[src/rtl/mem_access_ctrl_if.sv]
// Datapath/memory-side bundle for mem_access_ctrl: request/response handshake
// plus the strobes and buses to the 16-bit data memory.
interface mem_access_ctrl_if #(
    parameter int DATA_W = 16,
    parameter int ADDR_W = 16
);
    logic              ReqValid;
    logic              ReqWrite;
    logic [ADDR_W-1:0] ReqAddr;
    logic [DATA_W-1:0] ReqData;
    logic              ReqReady;
    logic              RspValid;
    logic [DATA_W-1:0] RspData;
    logic              MisalignErr;
    logic [ADDR_W-1:0] MemAddr;
    logic [DATA_W-1:0] MemWData;
    logic              MemRead;
    logic              MemWrite;
    logic [DATA_W-1:0] MemRData;

    // slave: the controller; master: datapath plus memory around it
    modport slave (
        input  ReqValid, ReqWrite, ReqAddr, ReqData, MemRData,
        output ReqReady, RspValid, RspData, MisalignErr,
        output MemAddr, MemWData, MemRead, MemWrite
    );
    modport master (
        output ReqValid, ReqWrite, ReqAddr, ReqData, MemRData,
        input  ReqReady, RspValid, RspData, MisalignErr,
        input  MemAddr, MemWData, MemRead, MemWrite
    );
endinterface

[src/rtl/mem_access_ctrl.sv]
// Multi-cycle load/store sequencer in front of the 16-bit data memory:
// one request at a time, fixed strobe lengths, one-cycle response pulse.
module mem_access_ctrl #(
    parameter int DATA_W = 16,
    parameter int ADDR_W = 16,
    parameter int RD_LAT = 1,
    parameter int WR_CYC = 1
) (
    input logic             CLK,
    input logic             Reset,
    mem_access_ctrl_if.slave bus
);

    typedef enum logic [2:0] {IDLE, READ, WRITE, ERR, DONE} state_e;

    localparam logic [3:0] RD_INIT = 4'(RD_LAT - 1);
    localparam logic [3:0] WR_INIT = 4'(WR_CYC - 1);

    state_e            state_q, state_d;
    logic [3:0]        cnt_q, cnt_d;
    logic              mem_read_q, mem_read_d;
    logic              mem_write_q, mem_write_d;
    logic              rsp_valid_q, rsp_valid_d;
    logic              misalign_q, misalign_d;
    logic [ADDR_W-1:0] mem_addr_q, mem_addr_d;
    logic [DATA_W-1:0] mem_wdata_q, mem_wdata_d;
    logic [DATA_W-1:0] rsp_data_q, rsp_data_d;

    always_ff @(posedge CLK) begin
        if (Reset) begin
            state_q     <= IDLE;
            cnt_q       <= '0;
            mem_read_q  <= 1'b0;
            mem_write_q <= 1'b0;
            rsp_valid_q <= 1'b0;
            misalign_q  <= 1'b0;
            mem_addr_q  <= '0;
            mem_wdata_q <= '0;
            rsp_data_q  <= '0;
        end else begin
            state_q     <= state_d;
            cnt_q       <= cnt_d;
            mem_read_q  <= mem_read_d;
            mem_write_q <= mem_write_d;
            rsp_valid_q <= rsp_valid_d;
            misalign_q  <= misalign_d;
            mem_addr_q  <= mem_addr_d;
            mem_wdata_q <= mem_wdata_d;
            rsp_data_q  <= rsp_data_d;
        end
    end

    // Strobes and response flags default low; each state re-asserts what it needs.
    always_comb begin
        state_d     = state_q;
        cnt_d       = cnt_q;
        mem_read_d  = 1'b0;
        mem_write_d = 1'b0;
        rsp_valid_d = 1'b0;
        misalign_d  = 1'b0;
        mem_addr_d  = mem_addr_q;
        mem_wdata_d = mem_wdata_q;
        rsp_data_d  = rsp_data_q;
        case (state_q)
            IDLE: begin
                if (bus.ReqValid) begin
                    // Odd address: answer immediately, leave the memory bus untouched
                    if (bus.ReqAddr[0]) begin
                        state_d     = ERR;
                        rsp_valid_d = 1'b1;
                        misalign_d  = 1'b1;
                    end else if (bus.ReqWrite) begin
                        state_d     = WRITE;
                        mem_write_d = 1'b1;
                        mem_addr_d  = bus.ReqAddr;
                        mem_wdata_d = bus.ReqData;
                        cnt_d       = WR_INIT;
                    end else begin
                        state_d     = READ;
                        mem_read_d  = 1'b1;
                        mem_addr_d  = bus.ReqAddr;
                        cnt_d       = RD_INIT;
                    end
                end
            end
            READ: begin
                if (cnt_q == 4'd0) begin
                    state_d     = DONE;
                    rsp_data_d  = bus.MemRData;
                    rsp_valid_d = 1'b1;
                end else begin
                    mem_read_d = 1'b1;
                    cnt_d      = cnt_q - 4'd1;
                end
            end
            WRITE: begin
                if (cnt_q == 4'd0) begin
                    state_d     = DONE;
                    rsp_valid_d = 1'b1;
                end else begin
                    mem_write_d = 1'b1;
                    cnt_d       = cnt_q - 4'd1;
                end
            end
            ERR:     state_d = IDLE;
            DONE:    state_d = IDLE;
            default: state_d = IDLE;
        endcase
    end

    assign bus.ReqReady    = (state_q == IDLE);
    assign bus.RspValid    = rsp_valid_q;
    assign bus.RspData     = rsp_data_q;
    assign bus.MisalignErr = misalign_q;
    assign bus.MemAddr     = mem_addr_q;
    assign bus.MemWData    = mem_wdata_q;
    assign bus.MemRead     = mem_read_q;
    assign bus.MemWrite    = mem_write_q;

endmodule
[src/flat_wrapper.sv]
// flat-port wrapper written by rule: the top's interface ports become plain ports
module mem_access_ctrl_flat 
#(
    parameter int DATA_W = 16,
    parameter int ADDR_W = 16,
    parameter int RD_LAT = 1,
    parameter int WR_CYC = 1
)
  (CLK, Reset, bus_ReqValid, bus_ReqWrite, bus_ReqAddr, bus_ReqData, bus_MemRData, bus_ReqReady, bus_RspValid, bus_RspData, bus_MisalignErr, bus_MemAddr, bus_MemWData, bus_MemRead, bus_MemWrite);
  mem_access_ctrl_if #(.DATA_W(DATA_W), .ADDR_W(ADDR_W)) bus_i ();
  input logic CLK;
  input logic Reset;
  input wire logic [$bits(bus_i.ReqValid)-1:0] bus_ReqValid;
  input wire logic [$bits(bus_i.ReqWrite)-1:0] bus_ReqWrite;
  input wire logic [$bits(bus_i.ReqAddr)-1:0] bus_ReqAddr;
  input wire logic [$bits(bus_i.ReqData)-1:0] bus_ReqData;
  input wire logic [$bits(bus_i.MemRData)-1:0] bus_MemRData;
  output wire logic [$bits(bus_i.ReqReady)-1:0] bus_ReqReady;
  output wire logic [$bits(bus_i.RspValid)-1:0] bus_RspValid;
  output wire logic [$bits(bus_i.RspData)-1:0] bus_RspData;
  output wire logic [$bits(bus_i.MisalignErr)-1:0] bus_MisalignErr;
  output wire logic [$bits(bus_i.MemAddr)-1:0] bus_MemAddr;
  output wire logic [$bits(bus_i.MemWData)-1:0] bus_MemWData;
  output wire logic [$bits(bus_i.MemRead)-1:0] bus_MemRead;
  output wire logic [$bits(bus_i.MemWrite)-1:0] bus_MemWrite;
  assign bus_i.ReqValid = bus_ReqValid;
  assign bus_i.ReqWrite = bus_ReqWrite;
  assign bus_i.ReqAddr = bus_ReqAddr;
  assign bus_i.ReqData = bus_ReqData;
  assign bus_i.MemRData = bus_MemRData;
  assign bus_ReqReady = bus_i.ReqReady;
  assign bus_RspValid = bus_i.RspValid;
  assign bus_RspData = bus_i.RspData;
  assign bus_MisalignErr = bus_i.MisalignErr;
  assign bus_MemAddr = bus_i.MemAddr;
  assign bus_MemWData = bus_i.MemWData;
  assign bus_MemRead = bus_i.MemRead;
  assign bus_MemWrite = bus_i.MemWrite;
  mem_access_ctrl #(.DATA_W(DATA_W), .ADDR_W(ADDR_W), .RD_LAT(RD_LAT), .WR_CYC(WR_CYC)) u_core (.CLK(CLK), .Reset(Reset), .bus(bus_i));
endmodule
[config.mk]
export PLATFORM = sky130hd
export DESIGN_NAME = mem_access_ctrl_flat
export DESIGN_NICKNAME = d
export VERILOG_FILES = /design/src/rtl/mem_access_ctrl_if.sv /design/src/rtl/mem_access_ctrl.sv /design/src/flat_wrapper.sv
export SDC_FILE = /design/constraint.sdc
export NUM_CORES = 1
export LEC_CHECK = 0
export CORE_MARGIN = 4
export CORE_UTILIZATION = 25
export DETAILED_ROUTE_END_ITERATION = 16
export DONT_BUFFER_PORTS = 1
export PLACE_DENSITY_LB_ADDON = 0.3
export SYNTH_ARGS = -nofsm -noshare
export SYNTH_HDL_FRONTEND = slang
export SYNTH_SLANG_ARGS = --single-unit
[constraint.sdc]
create_clock -name CLK -period 1.58 [get_ports CLK]
set_input_delay 0.395 -clock CLK [delete_from_list [all_inputs] [get_ports CLK]]
set_output_delay 0.395 -clock CLK [all_outputs]
set_load 0.03 [all_outputs]
# Word-level counts from Yosys, hierarchy flattened

Index checks and enable logic that the tools add are counted.

ROM bits: 0
Input port bits: 52
Output and inout bits: 53
Bits in latches: 0
Logic and storage cells: 50
Bits in registers: 58
Memories: 0
Memory bits (writable): 0

Multipliers: 0
Equality and inequality tests: 6
Reduce and logical (&&, ||, !) cells: 10
Shift operators: 0
Mux-type cells: 22
Bitwise operators: 2
Div/mod/pow operators: 0
Add/subtract/negate cells: 1
$lt $le $gt $ge: 0

Operators by type and width:

| cell                                                   | number |
|---|---|
| two-way mux 4 bit                                      | 3 |
| two-way mux 1 bit                                      | 10 |
| two-way mux 3 bit                                      | 3 |
| one-hot mux 4 bit (2 select lines)                     | 1 |
| AND reduction 4 bit                                    | 2 |
| inequality test 2 bit (second input constant)          | 3 |
| one-hot mux 1 bit (2 select lines)                     | 3 |
| one-hot mux 3 bit (2 select lines)                     | 1 |
| logical NOT 4 bit                                      | 1 |
| AND reduction 2 bit                                    | 2 |
| OR reduction 2 bit                                     | 2 |
| subtractor 4 x 1 -> 4 bit (second input constant)      | 1 |
| equality test 3 x 1 -> 1 bit (second input constant)   | 1 |
| equality test 3 x 2 -> 1 bit (second input constant)   | 1 |
| logical NOT 3 bit                                      | 1 |
| AND reduction 3 bit                                    | 1 |
| two-way mux 2 bit                                      | 1 |
| inequality test 2 x 1 -> 1 bit (second input constant) | 1 |
| NOT 1 bit                                              | 2 |
| nonzero test 2 bit                                     | 1 |

# Logic depth before layout (Yosys ltp)

Word-level depth: 4
Mapped depth: 8

# Least setup slack after synthesis

No wires, ideal clock.

Path type: register to register
Start point: register u_core.cnt_q[0]
End point: register u_core.rsp_data_q[10], in the netlist u_core.bus.RspData[10]
Cell stages (with the launch flop): 9
Path slack: -9 ps
Data arrival time: 1,519 ps
Period minus slack after synthesis: 1,589 ps
Required time: 1,510 ps
Cells stage by stage: dfxtp_1 > inv_1 > ha_1 > nor3b_1 > and2_1 > clkbuf_1 > buf_4 > nand2_1 > a21oi_1

Cells in the longest elaborated chain, start to end: 2

Ends and longest elaborated chain:

| what                          | line                  | text |
|---|---|---|
| start: declaration            | mem_access_ctrl.sv:20 | `logic [3:0] cnt_q, cnt_d;` |
| start signal: assignment      | mem_access_ctrl.sv:42 | `cnt_q <= cnt_d;` |
| logical NOT 4 bit             | mem_access_ctrl.sv:87 | `if (cnt_q == 4'd0) begin` |
| AND reduction 2 bit (no line) | n/a                   |  |
| end signal: assignment        | mem_access_ctrl.sv:49 | `rsp_data_q <= rsp_data_d;` |
| end: declaration              | mem_access_ctrl.sv:27 | `logic [DATA_W-1:0] rsp_data_q, rsp_data_d;` |

Every way passes these cells.
A chain may end at the register's enable or synchronous reset.

# Final worst setup path

Start point: register u_core.state_q[0]
End point: output bus_ReqReady

Cells in the longest elaborated chain, start to end: 1

Ends and longest elaborated chain:

| what                     | line                   | text |
|---|---|---|
| start: declaration       | mem_access_ctrl.sv:19  | `state_e state_q, state_d;` |
| start signal: assignment | mem_access_ctrl.sv:41  | `state_q <= state_d;` |
| logical NOT 3 bit        | mem_access_ctrl.sv:111 | `assign bus.ReqReady = (state_q == IDLE);` |
| end: declaration         | flat_wrapper.sv:18     | `output wire logic [$bits(bus_i.ReqReady)-1:0] bus_ReqReady;` |

Every way passes these cells.

==> run summary <==
Sw Share - 22.9%
post-synthesis async set-or-reset flop share - 0%
largest net degree at the start of global routing - 62
Worst R2R Path Depth - 6
DRT Wirelength - 5.50 mm
worst reg2reg path startpoint - u_core.state_q[2]$_SDFFE_PP0P_
CTS Buf Count - 9
vias in the first global route - 1702
Global Route Usage Sum - 10.7%
vias per inst - 4.63
Final setup viols - 0
iteration-0 DRC count of the detailed router - 38
Yosys reg bits - 58
clk_skew - 7.68 ps
arrival time worst endpoint - 1100 ps
cell area after synthesis - 2190 µm²
sequential share of power - 44.2%
DR vias - 1800
CP max FO - 6
maxcap violations - 0
top cells by count, synth - nand2_1 (98), dfxtp_1 (58), a21oi_1 (55), clkbuf_1 (9)
hold path depth - 1
Port-buffer cells - 0
Final #Nets - 333
cts hold-fix bufs - 0
outcome - finished clean
Clock Pin Slew Worst Setup and Hold Paths - 70 ps
worst hold path type - primary input to register
drc violations - 0
Synth Instances - 273
die area - 10300 µm²
clock share of power - 49.2%
# diodes - 0
Logic pwr share - 6.6%
Critical Path Sink Type - primary output
Fill cells - 888
R2R Setup Slk - 150 ps
Cell Count Post-Placement - 373
P_sw - 0.890 mW
Hold WS - 140 ps
GP Congestion - 0.755
Syn-to-layout area delta - 21.8%
TritonRoute pass-1 iters - 4
Power, Total - 3.88 mW
critical path class - register to primary output
clock root cell - clkbuf_8
initial antenna violation count - 0
part of the Yosys area used for sequential elements - 53.0%
Worst Hold Path EP - u_core.state_q[0]$_SDFFE_PP0P_
post-detail-place hpwl - 3.90 mm
Pins Over Slew Limit - 0
row count - 33
utilization after layout - 31.9%
share of cells above drive strength 1 - 14.1%
PD cells - 1450 nW/µm²
fin crit period - 1500 ps
Post-DRT Antenna Nets - 0
drt wl/cell - 14.1 µm
Synth cell types - 30
top-area cell type share of the netlist area - 53.0%
setup_tns - 0 ps
initial core utilization - 26.2%
period utilization - 94.9%
core area - 8380 µm²
RR Endpoint - u_core.bus.MemWData[13]$_SDFFE_PP0P_
dominant cells by area after synthesis - dfxtp_1 (53%), nand2_1 (17%), a21oi_1 (13%), clkbuf_1 (1.5%), buf_2 (1.1%)
Yosys top cell by area - dfxtp_1
Final Hold Violating Endpoints - 0
worst endpoint required time - 1180 ps
CTS H-Tree Depth - 3
TritonCTS clock tree - done
die width - 102 µm
cell internal pwr - 2.99 mW
IR drop worst, VDD - 0.789 mV
first-pass GRT wire length - 8.45 mm
Top Ports - 105
height of the die - 102 µm
Worst-Skew Late Latency - 320 ps
Finished Layout Cells - 389
Avg Cell Area, Syn - 8.03 µm²
top_reg_cell synth - dfxtp_1
Critical Path Start Type - register
Mapped Nets - 327
largest buffer count on any clock path - 2
cell with the most instances after synthesis - nand2_1
clock sinks - 58
Pleak - 0.948 nW
GRT overflow - 0
Max Clk Rate - 667 MHz
min-delay src - Reset
synth warn - 0
Post-synth EDFFs - 0
## worst max-delay path, cell delays in order, from the launching register on
cell and delay, ps:
dfxtp_2 340, buf_4 160, nor3_4 130, buf_6 150
## stage by stage
step	setup WS, ps	cell area [µm²]
finish	80.2	2670
global route	-0.115	2670
CTS	38.5	2660
detailed placement	54.7	2360
global placement	106	2360
floorplan	41.7	2200
## logic make-up (layout without fill, tap and decap cells)
kind of cell	count (synthesis)	count (layout)	synth area share, %
AOI/OAI and AO/OA	64	64	15.2
xor gates and xnor gates	1	1	0.400
adders and majority gates	2	2	1.14
buffers and inverters	23	34	5.08
DFF	58	58	53.0
other	1	1	0.171
and+or+nand+nor	124	124	25.0
## placed cells by master, fill, tap and decap left out, drive strengths merged
cell | synthesis | final
nor2b | 2 | 2
nor3 | 3 | 3
dfxtp | 58 | 58
xnor2 | 1 | 1
nor2 | 5 | 5
nand2 | 98 | 98
or2 | 2 | 2
o21ai | 4 | 4
nand2b | 3 | 3
a21oi | 55 | 55
nor3b | 3 | 3
nor4b | 1 | 1
buf | 9 | 13
nor4 | 1 | 1
o22ai | 1 | 1
inv | 5 | 5
and2 | 1 | 1
a21boi | 1 | 1
nand3b | 1 | 1
o31ai | 1 | 1
ha | 2 | 2
bufinv | 0 | 4
or3 | 1 | 1
o32ai | 2 | 2
clkbuf | 9 | 12
nand3 | 2 | 2
or3b | 1 | 1
conb | 1 | 1
## metal layers
metal  vias to the layer above  global-route usage, %  share of wire (%)  wire length [µm]
met5                         -                      0                  0                 0
li1                        899                      -                  -                 -
met1                       822                   11.0                 38              2100
met4                         0                   3.99               0.76                42
met2                        75                   17.5                 48              2660
met3                         4                   7.02                 13               697
## registers in the layout (all words and copies together) (netlist names)
signal                  cells
u_core.bus.MisalignErr      1
u_core.bus.MemRead          1
u_core.bus.RspData         16
u_core.bus.MemAddr         15
u_core.cnt_q                4
u_core.state_q              3
u_core.bus.MemWrite         1
u_core.bus.MemWData        16
u_core.bus.RspValid         1
## power groups by stage
stage               combinational, mW  clock (mW)  sequential, mW
finish                          0.257        1.91            1.71
floorplan                       0.212           0            1.72
detailed placement              0.254           0            1.74
global route                    0.292        2.05            1.72
CTS                             0.257        1.97            1.71
global placement                0.249           0            1.74
## worst max-delay path by stage
stage / from / depth (start not counted) / slack (ps) / end
3_5_place_dp: u_core.cnt_q[0]$_SDFFE_PP0P_ / 6 / 50 / u_core.bus.MemRead$_SDFF_PP0_
2_1_floorplan: u_core.state_q[2]$_SDFFE_PP0P_ / 2 / 40 / bus_ReqReady
3_3_place_gp: u_core.cnt_q[0]$_SDFFE_PP0P_ / 6 / 110 / u_core.bus.MemRead$_SDFF_PP0_
5_1_grt: u_core.cnt_q[1]$_SDFFE_PP0P_ / 7 / -0.1 / u_core.bus.RspData[13]$_SDFFE_PP0P_
4_1_cts: u_core.cnt_q[0]$_SDFFE_PP0P_ / 6 / 40 / u_core.bus.MemRead$_SDFF_PP0_
6_report: u_core.state_q[0]$_SDFFE_PP0P_ / 3 / 80 / bus_ReqReady
## area by class of cell
type	instances	area, µm²	share of cell area, %
clock buffers	12	165	6.19
inverters	5	18.8	0.703
clock inverters	4	120	4.50
multi-input cells	192	941	35.2
well taps	105	131	4.92
flip-flops and latches	58	1170	43.7
repair buffers	13	126	4.73
## what timing repair did
| item | CTS | global route |
|---|---|---|
| resized for setup | 6 | 4 |
| setup endpoints to repair | 1 | 27 |
| buffers inserted | 0 | 1 |
| pin swaps | 1 | 1 |
Note: power is estimated with default switching activity, not from simulation.
